--- src/rtl/vga_pkg.sv ---
// vga_pkg: shared constants for 640x480@60 Hz VGA timing and frame-buffer
// geometry.
// Contents:
//   - H/V active, front-porch, sync, back-porch lengths and totals
//   - counter-width typed decode points used by the sync generator
//   - source frame width/height for the 1:1 and 2x-upscale modes
//   - sync polarity (active low)
package vga_pkg;

  localparam int H_ACTIVE = 640;
  localparam int H_FP     = 16;
  localparam int H_SYNC   = 96;
  localparam int H_BP     = 48;
  localparam int H_TOTAL  = H_ACTIVE + H_FP + H_SYNC + H_BP;   // 800

  localparam int V_ACTIVE = 480;
  localparam int V_FP     = 10;
  localparam int V_SYNC   = 2;
  localparam int V_BP     = 33;
  localparam int V_TOTAL  = V_ACTIVE + V_FP + V_SYNC + V_BP;   // 525

  // Source frame-buffer geometry.
  localparam int SRC_W_1X = 640;
  localparam int SRC_H_1X = 480;
  localparam int SRC_W_2X = 320;
  localparam int SRC_H_2X = 240;

  // Both syncs are asserted low.
  localparam logic SYNC_ACTIVE = 1'b0;

  localparam int CNT_W = 10;
  typedef logic [CNT_W-1:0] cnt_t;

  // Decode points at counter width, so comparisons stay width-matched.
  localparam cnt_t H_ACT_C        = cnt_t'(H_ACTIVE);
  localparam cnt_t H_SYNC_START_C = cnt_t'(H_ACTIVE + H_FP);
  localparam cnt_t H_SYNC_END_C   = cnt_t'(H_ACTIVE + H_FP + H_SYNC);
  localparam cnt_t H_LAST_C       = cnt_t'(H_TOTAL - 1);
  localparam cnt_t V_ACT_C        = cnt_t'(V_ACTIVE);
  localparam cnt_t V_SYNC_START_C = cnt_t'(V_ACTIVE + V_FP);
  localparam cnt_t V_SYNC_END_C   = cnt_t'(V_ACTIVE + V_FP + V_SYNC);
  localparam cnt_t V_LAST_C       = cnt_t'(V_TOTAL - 1);

endpackage

--- src/rtl/vga_sync_gen.sv ---
// vga_sync_gen: free-running VGA h/v counters with raw (undelayed) decode.
// Ports:
//   i_clk         pixel clock
//   i_rst_n       asynchronous active-low reset, counters clear to (0,0)
//   o_h, o_v      current horizontal / vertical count
//   o_hsync       raw horizontal sync (active low)
//   o_vsync       raw vertical sync (active low)
//   o_active      (h,v) lies in the 640x480 visible region
//   o_line_wrap   h is at its last count; next cycle starts a new line
//   o_frame_wrap  line wrap on the last line; next cycle starts a new frame
module vga_sync_gen
  import vga_pkg::*;
(
  input  logic i_clk,
  input  logic i_rst_n,
  output cnt_t o_h,
  output cnt_t o_v,
  output logic o_hsync,
  output logic o_vsync,
  output logic o_active,
  output logic o_line_wrap,
  output logic o_frame_wrap
);

  cnt_t r_h;
  cnt_t r_v;
  cnt_t w_h_nxt;
  cnt_t w_v_nxt;
  logic w_line_wrap;
  logic w_frame_wrap;

  assign w_line_wrap  = (r_h == H_LAST_C);
  assign w_frame_wrap = w_line_wrap && (r_v == V_LAST_C);

  always_comb begin
    w_h_nxt = r_h + cnt_t'(1);
    w_v_nxt = r_v;
    if (w_line_wrap) begin
      w_h_nxt = '0;
      w_v_nxt = w_frame_wrap ? '0 : r_v + cnt_t'(1);
    end
  end

  // Both counters are written every cycle (hold comes from the next-state
  // logic), keeping the register update uniform.
  always_ff @(posedge i_clk or negedge i_rst_n) begin
    if (!i_rst_n) begin
      r_h <= '0;
      r_v <= '0;
    end else begin
      r_h <= w_h_nxt;
      r_v <= w_v_nxt;
    end
  end

  assign o_h          = r_h;
  assign o_v          = r_v;
  assign o_active     = (r_h < H_ACT_C) && (r_v < V_ACT_C);
  assign o_hsync      = ((r_h >= H_SYNC_START_C) && (r_h < H_SYNC_END_C)) ? SYNC_ACTIVE : ~SYNC_ACTIVE;
  assign o_vsync      = ((r_v >= V_SYNC_START_C) && (r_v < V_SYNC_END_C)) ? SYNC_ACTIVE : ~SYNC_ACTIVE;
  assign o_line_wrap  = w_line_wrap;
  assign o_frame_wrap = w_frame_wrap;

endmodule

--- src/rtl/vga_frame_reader.sv ---
// vga_frame_reader: 640x480@60 Hz VGA timing plus raster-order frame-buffer
// read addressing. Sync/blank are delayed by the frame-buffer read latency so
// they line up with the RGB word that comes back for each address.
//
// Optional feature macro: VGA_UPSCALE2X_EN
//   defined   : 320x240 source, each address issued for 2 pixels and each
//               source line read on 2 display lines (last address 76799)
//   undefined : 640x480 source read 1:1 (last address 307199)
//
// Parameters:
//   RD_LAT  frame-buffer read latency in clocks (1..3)
//   ADDR_W  rdaddr width (>=17 upscaled, >=19 1:1)
// Ports:
//   clk          25 MHz pixel clock
//   rst_n        asynchronous active-low reset
//   rdaddr       frame-buffer read address, qualified only by rden
//   rden         read enable, high for visible-region addresses
//   Nblank       display valid, aligned with returned frame-buffer data
//   hsync        horizontal sync (active low), aligned with Nblank
//   vsync        vertical sync (active low), aligned with Nblank
//   frame_start  one-cycle pulse together with the rden of address 0
module vga_frame_reader
  import vga_pkg::*;
#(
  parameter int RD_LAT = 1,
  parameter int ADDR_W = 17
) (
  input  logic              clk,
  input  logic              rst_n,
  output logic [ADDR_W-1:0] rdaddr,
  output logic              rden,
  output logic              Nblank,
  output logic              hsync,
  output logic              vsync,
  output logic              frame_start
);

  // rden is one stage behind the counters; sync/blank need RD_LAT more.
  localparam int DLY = RD_LAT + 1;

  cnt_t w_h;
  cnt_t w_v;
  logic w_hsync;
  logic w_vsync;
  logic w_active;
  logic w_line_wrap;
  logic w_frame_wrap;

  vga_sync_gen u_sync (
    .i_clk        (clk),
    .i_rst_n      (rst_n),
    .o_h          (w_h),
    .o_v          (w_v),
    .o_hsync      (w_hsync),
    .o_vsync      (w_vsync),
    .o_active     (w_active),
    .o_line_wrap  (w_line_wrap),
    .o_frame_wrap (w_frame_wrap)
  );

  // ---------------------------------------------------------------------
  // Address generation: an incrementing address plus a per-line base,
  // so no multiplier is needed.
  // ---------------------------------------------------------------------
`ifdef VGA_UPSCALE2X_EN
  localparam int SRC_W = SRC_W_2X;
  logic w_addr_step;
  logic w_base_step;
  // Step after the odd pixel of each pair; advance the base after the odd
  // line of each pair, so every source line is read twice.
  assign w_addr_step = w_active & w_h[0];
  assign w_base_step = w_v[0];
`else
  localparam int SRC_W = SRC_W_1X;
  logic w_addr_step;
  logic w_base_step;
  assign w_addr_step = w_active;
  assign w_base_step = 1'b1;
`endif

  logic [ADDR_W-1:0] r_addr;
  logic [ADDR_W-1:0] r_line_base;
  logic [ADDR_W-1:0] w_addr_nxt;
  logic [ADDR_W-1:0] w_line_base_nxt;
  logic              w_line_active;

  assign w_line_active = (w_v < V_ACT_C);

  always_comb begin
    w_line_base_nxt = r_line_base;
    w_addr_nxt      = r_addr;
    if (w_frame_wrap) begin
      w_line_base_nxt = '0;
      w_addr_nxt      = '0;
    end else if (w_line_wrap) begin
      if (w_line_active && w_base_step) begin
        w_line_base_nxt = r_line_base + ADDR_W'(SRC_W);
      end
      w_addr_nxt = w_line_base_nxt;
    end else if (w_addr_step) begin
      w_addr_nxt = r_addr + ADDR_W'(1);
    end
  end

  always_ff @(posedge clk or negedge rst_n) begin
    if (!rst_n) begin
      r_addr      <= '0;
      r_line_base <= '0;
    end else begin
      r_addr      <= w_addr_nxt;
      r_line_base <= w_line_base_nxt;
    end
  end

  // ---------------------------------------------------------------------
  // Read-side registers. rdaddr only updates on visible pixels and holds
  // its last value through blanking.
  // ---------------------------------------------------------------------
  logic [ADDR_W-1:0] r_rdaddr;
  logic              r_rden;
  logic              r_frame_start;

  always_ff @(posedge clk or negedge rst_n) begin
    if (!rst_n) begin
      r_rdaddr      <= '0;
      r_rden        <= 1'b0;
      r_frame_start <= 1'b0;
    end else begin
      if (w_active) begin
        r_rdaddr <= r_addr;
      end
      r_rden        <= w_active;
      r_frame_start <= (w_h == '0) && (w_v == '0);
    end
  end

  // ---------------------------------------------------------------------
  // Sync/blank delay line. Resets to the inactive pattern so no sync pulse
  // or blank edge leaks out while the pipeline refills after reset.
  // ---------------------------------------------------------------------
  logic [DLY-1:0] r_hs_sr;
  logic [DLY-1:0] r_vs_sr;
  logic [DLY-1:0] r_nb_sr;

  always_ff @(posedge clk or negedge rst_n) begin
    if (!rst_n) begin
      r_hs_sr <= {DLY{~SYNC_ACTIVE}};
      r_vs_sr <= {DLY{~SYNC_ACTIVE}};
      r_nb_sr <= '0;
    end else begin
      r_hs_sr <= {r_hs_sr[DLY-2:0], w_hsync};
      r_vs_sr <= {r_vs_sr[DLY-2:0], w_vsync};
      r_nb_sr <= {r_nb_sr[DLY-2:0], w_active};
    end
  end

  assign rdaddr      = r_rdaddr;
  assign rden        = r_rden;
  assign frame_start = r_frame_start;
  assign hsync       = r_hs_sr[DLY-1];
  assign vsync       = r_vs_sr[DLY-1];
  assign Nblank      = r_nb_sr[DLY-1];

endmodule

--- config.mk ---
export PLATFORM = sky130hd
export DESIGN_NAME = vga_frame_reader
export DESIGN_NICKNAME = d
export VERILOG_FILES = /design/src/rtl/vga_pkg.sv /design/src/rtl/vga_sync_gen.sv /design/src/rtl/vga_frame_reader.sv
export SDC_FILE = /design/constraint.sdc
export NUM_CORES = 1
export LEC_CHECK = 0
export CAP_MARGIN = 20
export CORE_ASPECT_RATIO = 1.25
export CORE_MARGIN = 4
export CORE_UTILIZATION = 40
export DETAILED_ROUTE_END_ITERATION = 6
export GPL_TIMING_DRIVEN = 0
export SLEW_MARGIN = 10
export SYNTH_ARGS = -nofsm -noshare
export SYNTH_HDL_FRONTEND = slang
export SYNTH_SLANG_ARGS = --single-unit
--- constraint.sdc ---
create_clock -name clk -period 2.7 [get_ports clk]
set_input_delay 0.81 -clock clk [delete_from_list [all_inputs] [get_ports clk]]
set_output_delay 0.81 -clock clk [all_outputs]
set_load 0.01 [all_outputs]
* Word level (Yosys, flattened, before mapping)
Index checks and enable logic that the tools add are counted.
Widths: inputs -> output; s select.
** Word-level totals
- Register bits :: 79
- Bits in latches :: 0
- Bits in writable memories :: 0
- ROM bits :: 0
- Input port bits :: 2
- Output and inout port bits :: 22
- Word-level logic and storage cells :: 41
- Memories :: 0
** Operators by class
- Add/sub/neg operators :: 4
- Multiply operators :: 0
- Div/mod/pow operators :: 0
- Order comparisons :: 6
- Equality and inequality tests :: 2
- Shift-type cells :: 0
- Muxes and demuxes :: 10
- Bitwise gates (word level) :: 0
- Reductions and logical operators :: 9
** Operator list (count)
- $mux 17 :: 6
- $add 10x1->10 const B :: 2
- $eq 10x10->1 const B :: 2
- $logic_not 10->1 :: 2
- $lt 10x10->1 const B :: 2
- $lt 10x9->1 const B :: 2
- $mux 10 :: 2
- $add 17x1->17 const B :: 1
- $add 17x10->17 const B :: 1
- $ge 10x10->1 const B :: 1
- $ge 10x9->1 const B :: 1
- $logic_and 1x1->1 :: 5
- $reduce_bool 3->1 :: 1
- $mux 1 :: 2
- $reduce_bool 2->1 :: 1

* Depth between registers and ports, before layout
Gate-level depths: netlist of the first run.
- Depth in word-level cells :: 5
- Mapped depth :: 9

* Cells and area by module
From an unflattened synthesis of the first run, not the netlist that was laid out.
** Second synthesis, totals
- Cells, all modules :: 342
- Area total of the unflattened synthesis :: 3669.8 µm²
** By module, submodules not included
- vga_frame_reader :: times used 1, cells each 234, area an instance 2598.7 µm²
- vga_sync_gen :: times used 1, cells each 108, area an instance 1071.0 µm²

* Worst setup path before layout of the first run
OpenSTA, ideal clock, no wires.
- Path kind :: reg2reg
- From :: reg u_sync.r_h[7], in the netlist u_sync.o_h[7]
- To :: reg r_addr[15]
- Library setup time :: 0.122 ns
- Arrival time :: 1.966 ns
- Path slack :: 0.612 ns
- Stages on the path, launching flop included :: 9
- Period minus slack after synthesis :: 2.088 ns
- Path through :: dfrtp_1 > buf_6 > or4b_4 > or3_1 > buf_6 > buf_2 > nand4_1 > o21ai_0 > a32o_1
** On the way
- Longest elaborated chain between the ends :: 3
- Elaborated cells on any way between the ends :: 7
** Ends and longest elaborated chain
- start, declared :: RTL line vga_sync_gen.sv:25 : cnt_t r_h;
- start signal, assigned :: RTL line vga_sync_gen.sv:51 : r_h <= w_h_nxt;
- $lt 10x10->1 / $eq 10x10->1 (equally long branches) :: RTL line vga_sync_gen.sv:58, vga_sync_gen.sv:32
- $logic_and 1x1->1 (tied with other cells) :: RTL line vga_sync_gen.sv:58 : assign o_active = (r_h < H_ACT_C) && (r_v < V_ACT_C);
- $reduce_bool 3->1 (no source line) / $mux 17 (equally long branches)
- end signal, assigned :: RTL line vga_frame_reader.sv:110 : r_addr <= w_addr_nxt;
- end, declared :: RTL line vga_frame_reader.sv:81 : logic [ADDR_W-1:0] r_addr;
Parallel ways exist; a longest one is shown, timed or not.
A chain may end at the register's enable or synchronous reset.

* Worst setup path after layout of the first run
- From :: reg u_sync.r_v[5], in the netlist u_sync.o_v[5]
- To :: reg r_addr[15]
** On the way
- Longest elaborated chain between the ends :: 4
- Elaborated cells on any way between the ends :: 8
** Ends and longest elaborated chain
- start, declared :: RTL line vga_sync_gen.sv:26 : cnt_t r_v;
- start signal, assigned :: RTL line vga_sync_gen.sv:52 : r_v <= w_v_nxt;
- $lt 10x9->1 :: RTL line vga_sync_gen.sv:58, vga_frame_reader.sv:87
- $mux 17 :: RTL line vga_frame_reader.sv:96 : if (w_line_active && w_base_step) begin
- $mux 17 :: RTL line vga_frame_reader.sv:95 : end else if (w_line_wrap) begin
- $mux 17 :: RTL line vga_frame_reader.sv:92 : if (w_frame_wrap) begin
Parallel ways exist; a longest one is shown, timed or not.

==> results.md, run 1 <==
- Run status: finished clean
- Mapped Cells: 353
- Asr flop ratio synth: 1.00
- Final Hold Fails: 0
- Final nets: 396
- Final WL: 7330 microns
- Post-CTS resize count: 0
- Worst path top cell family by delay: simple AND/OR/NAND/NOR gates
- Initial Util: 0.415
- Initial antenna violation count: 0
- Worst endpoint data arrival time: 2.72 ns
- Placed Area: 3810 sq um
- Worst Path Buf+Inv: 2
- Main flop type after synthesis: dfrtp_1
- Routed Antenna Nets: 0
- Post-synth top area share: 0.488
- Critical path class: flop to flop
- Routed len/inst: 14.9 microns
- Number of global-route vias before repair: 2569
- Max Freq: 406 MHz
- Post-synth cell types: 48
- Register area share after synthesis: 0.518
- CP required: 2.95 ns
- PD cells: 534 nW/um^2
- Crit-path slowest cell: nor3_1
- Root Driver: clkbuf_8
- Post-CTS Setup Bufs: 0
- Synthesis-to-layout area growth: 18.4%
- CP Cell Sequence: clkbuf_1 > a41o_1 > clkbuf_1 > nor3_1 > and2_1 > nand2_1 > a32o_1
- Worst-path clk slew: 0.07 ns
- Layout cell share with drive strength beyond 1: 0.0916
- TritonCTS clock tree: yes
- Final instance area: 4070 sq um
- Chip Width: 90.9 microns
- PortBufs: 23
- Worst-path fanout max: 9
- Worst hold-check path type: input port to async pin
- Hold buffer count at cts: 0
- DIE AREA: 10100 sq um
- Top cells by area, synth: dfrtp_1 49%, nand2_1 8.2%, xnor2_1 4.8%
- Yosys reg bits: 71
- Critical path startpoint category: flop
- Synthesized area per cell: 9.74 sq um
- RSZ-0062 raised after global routing: false
- Min Tclk post-route: 2.46 ns
- I/O pin count: 24
- Final worst-path cycle share: 0.912
- Pin count of the biggest net entering global routing: 50
- Slowest stage delay, CP: 0.70 ns
- Syn_nets: 361
- Slew Viols, Final: 0
- Max clock buf depth: 2
- Number of synthesized flops with an enable pin: 0
- CP Capture Type: flop
- Htree depth: 3
- Std-Cell Rows: 37
- Max-Slew Margin vs Limit: 0.484
- First-pass GRT wire length: 12800 microns
- Yosys warns: 0
- Worst skew pair latency: 0.37 ns
- CP most frequent cell: clkbuf_1
- Peak VDD IR: 0.266 mV
- Setup ws final: 0.237 ns
- 1st-iter DRT viols: 132
- CORE AREA: 8290 sq um
- Drt drc: 0
- # Max-Cap Violations: 0
- Clock sink total: 71
- Clock Skew: 0.0113 ns
- CTS buffer count: 9
- Worst Max-Slew Pin Slew: 0.768 ns
- Cell taking the most area after synthesis: dfrtp_1
- Cell Area, Synth: 3440 sq um
- Drt pass-1 iters: 4
- Final HPWL DP: 5140 microns
- Die Y: 112 microns
- Gpl congestion: 0.796
- Lkg Pwr: 1.84 nW
- Global route total overflow: 0
- Final setup fails: 0
- Diode count: 0
- Post-place setup slack: 0.270 ns
- Vias/cell: 5.35
- Vias: 2620
- Total GRT Usage: 0.158
[metrics by stage]
stage	util	hold WS [ns]	TNS (ns)	instances	power [mW]
after global routing	0.491	0.344	0	490	2.25
after floorplan	-	0.345	0	353	1.08
final	0.491	0.340	0	490	2.17
after detailed placement	0.460	0.347	0	474	1.11
after CTS	0.491	0.334	0	490	2.21
after global placement	0.457	0.346	-113.67	473	1.11
[routing by layer]
layer,up-vias,GRT usage,part of all wire,routed length [microns]
li1,1296,-,-,-
met4,0,0.0724,0.024,175
met1,1273,0.198,0.46,3340
met2,39,0.256,0.48,3550
met5,-,0,0,0
met3,12,0.0419,0.035,256
[sequential cells by signal (all words and copies together) (netlist names)]
name         count
r_nb_sr          2
rdaddr          17
r_addr          17
r_vs_sr          2
r_hs_sr          2
frame_start      1
u_sync.o_h      10
r_line_base     10
u_sync.o_v      10
[layout by cell type (no fill, tap or decap), types with 4 or more instances in the layout]
master           instances
nand2_1                 75
dfrtp_1                 67
clkdlybuf4s50_1         22
nor2_1                  21
xnor2_1                 19
o21ai_0                 16
xor2_1                  14
nand4_1                 12
clkbuf_8                11
inv_1                   10
nand3_1                 10
and3_1                   9
nor3_1                   7
clkbuf_1                 7
a21oi_1                  7
o31ai_1                  6
buf_2                    6
ha_1                     6
nor4_1                   5
and2_1                   4
o22ai_1                  4
dfstp_2                  4
[worst reg2reg max path, delay by kind of cell (launching register included)]
kind / cells / cell delay [ns]
and+or+nand+nor: 3 / 1.06
AOI/OAI and AO/OA: 2 / 0.51
buffers and inverters: 2 / 0.41
DFF: 1 / 0.37
[cells in the mapped netlist (2+ instances only)]
master and n:
o21a_1 2, dfrtp_1 67, or3_1 2, o22ai_1 4
a21oi_1 7, buf_2 6, or4_1 3, dfstp_2 4
inv_1 10, xor2_1 14, nor2_1 21, buf_6 2
xnor2_1 19, ha_1 6, o21ai_0 16, nand3b_1 2
a311oi_1 2, a211oi_1 2, nand2b_1 3, clkbuf_1 7
buf_1 2, and3_1 9, nand2_1 75, and4_1 2
nor4_1 5, mux2i_1 2, nor3_1 7, a32o_1 2
and2_1 4, o31ai_1 6, nand3_1 10, nor3b_1 3
nand4_1 12
[area by class of cell]
class                      instances  area, sq um
fill                             773         4220
sequential                        71         1780
multi-input combinational        255         1530
timing repair buffer              24          255
clock buffer                      11          151
tap                               97          121
clock inverter                     5          104
buffer                            17         86.3
inverter                          10         37.5
[power breakdown]
part / internal [mW] / switching (mW) / leakage [nW]
Combinational: 0.00511 / 0.0206 / 0.782
Clock: 0.664 / 0.419 / 0.130
Sequential: 1.06 / 0 / 0.929
[cell families after synthesis]
family,count (synthesis),synth area share
AO/OA/AOI/OAI,50,0.0961
XOR/XNOR,33,0.0841
adder cells (fa/ha/maj),6,0.0218
buffers and inverters,27,0.0360
flip-flops,71,0.518
multiplexers,2,0.00582
AND/OR/NAND/NOR,164,0.238
[worst paths after layout]
path	start	endpoint	slack, ns	depth (start not counted)
min	rst_n	rdaddr[13]	0.34	1
min in group clk	r_hs_sr[0]	r_hs_sr[1]	0.36	0
max reg2reg	u_sync.o_v[5]	r_addr[15]	0.24	7
min reg2reg	r_hs_sr[0]	r_hs_sr[1]	0.36	0
max in group asynchronous	rst_n	r_vs_sr[0]	1.76	2
max	u_sync.o_v[5]	r_addr[15]	0.24	7
No activity file was read; power rests on OpenSTA's default activity.
==> run 2, diff against run 1 <==
Settings changed: REMOVE_ABC_BUFFERS set to 1.
Clock period 2.7 ns to 3.1 ns, I/O delays scaled along.
==> run 2 against run 1 <==
Utilization decreased by 0.79 points. Non-clock buffer count decreased by 14. Cell area decreased by 1.6%. Clock power decreased by 21%. Sequential power decreased by 13%. Via count decreased by 2.7%. Combinational power decreased by 12%. Flip-flop and latch count unchanged. Wire length decreased by 6.4%. Clock skew decreased by 0.0012 ns. Sequential share of layout area increased by 0.71 points. Count of clock-buffer cells in the layout unchanged. Critical path type unchanged. Highest routed layer unchanged.
==> results.md, run 2 (same netlist as run 1, synthesis figures left out) <==
- Commonest non-fill, non-tap cell in the layout: nand2_1
- Initial Util: 0.415
- Sequential power share: 0.514
- Final WL: 6860 microns
- Commonest non-fill, non-tap cells in the layout: 75 x nand2_1, 67 x dfrtp_1, 22 x clkdlybuf4s50_1
- Worst skew pair latency: 0.35 ns
- Number of global-route vias before repair: 2543
- CP required: 3.34 ns
- Setup ws final: 0.541 ns
- CP Capture Type: flop
- Worst endpoint data arrival time: 2.80 ns
- Diode count: 0
- Max clock buf depth: 2
- Gpl congestion: 0.826
- Final HPWL DP: 4500 microns
- Die Y: 112 microns
- DIE AREA: 10100 sq um
- Worst hold-check path type: flop to flop
- Lkg Pwr: 1.80 nW
- Final nets: 382
- Clock power frac: 0.473
- Vias/cell: 5.36
- CTS buffer count: 9
- Std-Cell Rows: 37
- Global route total overflow: 0
- Worst hold path startpoint: r_vs_sr[0]
- Root Driver: clkbuf_8
- CORE AREA: 8290 sq um
- Peak VDD IR: 0.219 mV
- Total GRT Usage: 0.146
- Critical path class: flop to flop
- # Max-Cap Violations: 0
- Hold buffer count at cts: 0
- Max Freq: 391 MHz
- PD cells: 449 nW/um^2
- Final worst-path cycle share: 0.825
- Comb pwr share: 0.013
- Critical path startpoint category: flop
- Min Tclk post-route: 2.56 ns
- P_int: 1.43 mW
- Pin count of the biggest net entering global routing: 48
- Slew Viols, Final: 0
- Vias: 2550
- Initial antenna violation count: 0
- Post-CTS Setup Bufs: 0
- Worst-path clk slew: 0.08 ns
- RSZ-0062 raised after global routing: false
- Run status: finished clean
- Clock sink total: 71
- Final Hold Fails: 0
- Routed len/inst: 14.4 microns
- Worst Max-Slew Pin Slew: 0.777 ns
- Final Power: 1.80 mW
- Final setup fails: 0
- TritonCTS clock tree: yes
- Post-place setup slack: -0.0322 ns
- Routed Antenna Nets: 0
- Htree depth: 3
- I/O pin count: 24
- 1st-iter DRT viols: 135
- Clock Skew: 0.0100 ns
- Worst-path fanout max: 14
- First-pass GRT wire length: 12100 microns
- PortBufs: 23
- Layout cell share with drive strength beyond 1: 0.0897
- Worst setup startpoint: u_sync.o_h[7]
- Drt pass-1 iters: 4
- Switching share of total power: 0.208
- Drt drc: 0
- Chip Width: 90.9 microns
- Synthesis-to-layout area growth: 16.5%
- Max-Slew Margin vs Limit: 0.478
- Sw power: 0.374 mW
- RR Startpoint: u_sync.o_h[7]
-- run 2: cell types whose count changed in the layout (fill, tap and decap cells not counted), moves of 2 or more --
cell,previous run,this run
buf_1,2,0
clkinvlp_4,0,3
clkbuf_1,7,0
buf_2,6,0
-- run 2: stage by stage --
| stage | util | instance area (sq um) | instances | TNS, ns | hold WS [ns] |
|---|---|---|---|---|---|
| floorplan | - | 3350 | 336 | -1.46 | 0.345 |
| global placement | 0.447 | 3700 | 456 | -135.38 | 0.346 |
| detailed placement | 0.453 | 3750 | 459 | -0.0322 | 0.347 |
| CTS | 0.481 | 3990 | 475 | 0 | 0.359 |
| global route | 0.483 | 4000 | 476 | 0 | 0.363 |
| finish | 0.483 | 4000 | 476 | 0 | 0.357 |
-- run 2: routing by layer --
| layer | GRT usage | vias to the layer above | wire [microns] |
|---|---|---|---|
| met1 | 0.187 | 1227 | 3270 |
| met2 | 0.242 | 51 | 3260 |
| met3 | 0.0284 | 12 | 226 |
| met5 | 0 | - | 0 |
| met4 | 0.0614 | 0 | 110 |
| li1 | - | 1260 | - |
-- run 2: cell type report --
cell class                      count  area [sq um]
Tap cell                           97           121
Timing Repair Buffer               27           289
Sequential cell                    71          1780
Multi-Input combinational cell    255          1540
Clock buffer                       11           151
Fill cell                         779          4280
Inverter                           10          41.3
Clock inverter                      5          80.1
-- run 2: worst paths after layout --
| check | slack, ns | cells after the start | endpoint |
|---|---|---|---|
| worst max-delay path | 0.54 | 6 | u_sync.o_v[8] |
| worst min-delay path | 0.36 | 0 | r_vs_sr[1] |
| worst max register to register | 0.54 | 6 | u_sync.o_v[8] |
| worst min register to register | 0.36 | 0 | r_vs_sr[1] |
| max in group asynchronous | 2.01 | 2 | r_hs_sr[0] |
| min in group asynchronous | 0.49 | 1 | r_line_base[12] |
-- run 2: power groups by stage --
| stage | clock network (mW) | logic, mW | registers, mW |
|---|---|---|---|
| after floorplan | 0 | 0.000000637 | 0.944 |
| after global placement | 0 | 0.0202 | 0.944 |
| after global routing | 0.913 | 0.0267 | 0.925 |
| after detailed placement | 0 | 0.0246 | 0.944 |
| final | 0.851 | 0.0226 | 0.926 |
| after CTS | 0.870 | 0.0244 | 0.926 |
-- run 2: repair_timing --
| item | in CTS | in global routing |
|---|---|---|
| endpoints found under the setup margin | 1 | 0 |
| resized for setup | 2 | 0 |
| endpoints found under the hold margin | 0 | 0 |
-- run 2: critical path, stage by stage, from the launching register on --
cell and delay, ns:
dfrtp_1 0.47, or4b_4 0.58, or3_1 0.56, buf_8 0.26, nor3_1 0.27, nand4_1 0.16, xnor2_1 0.15
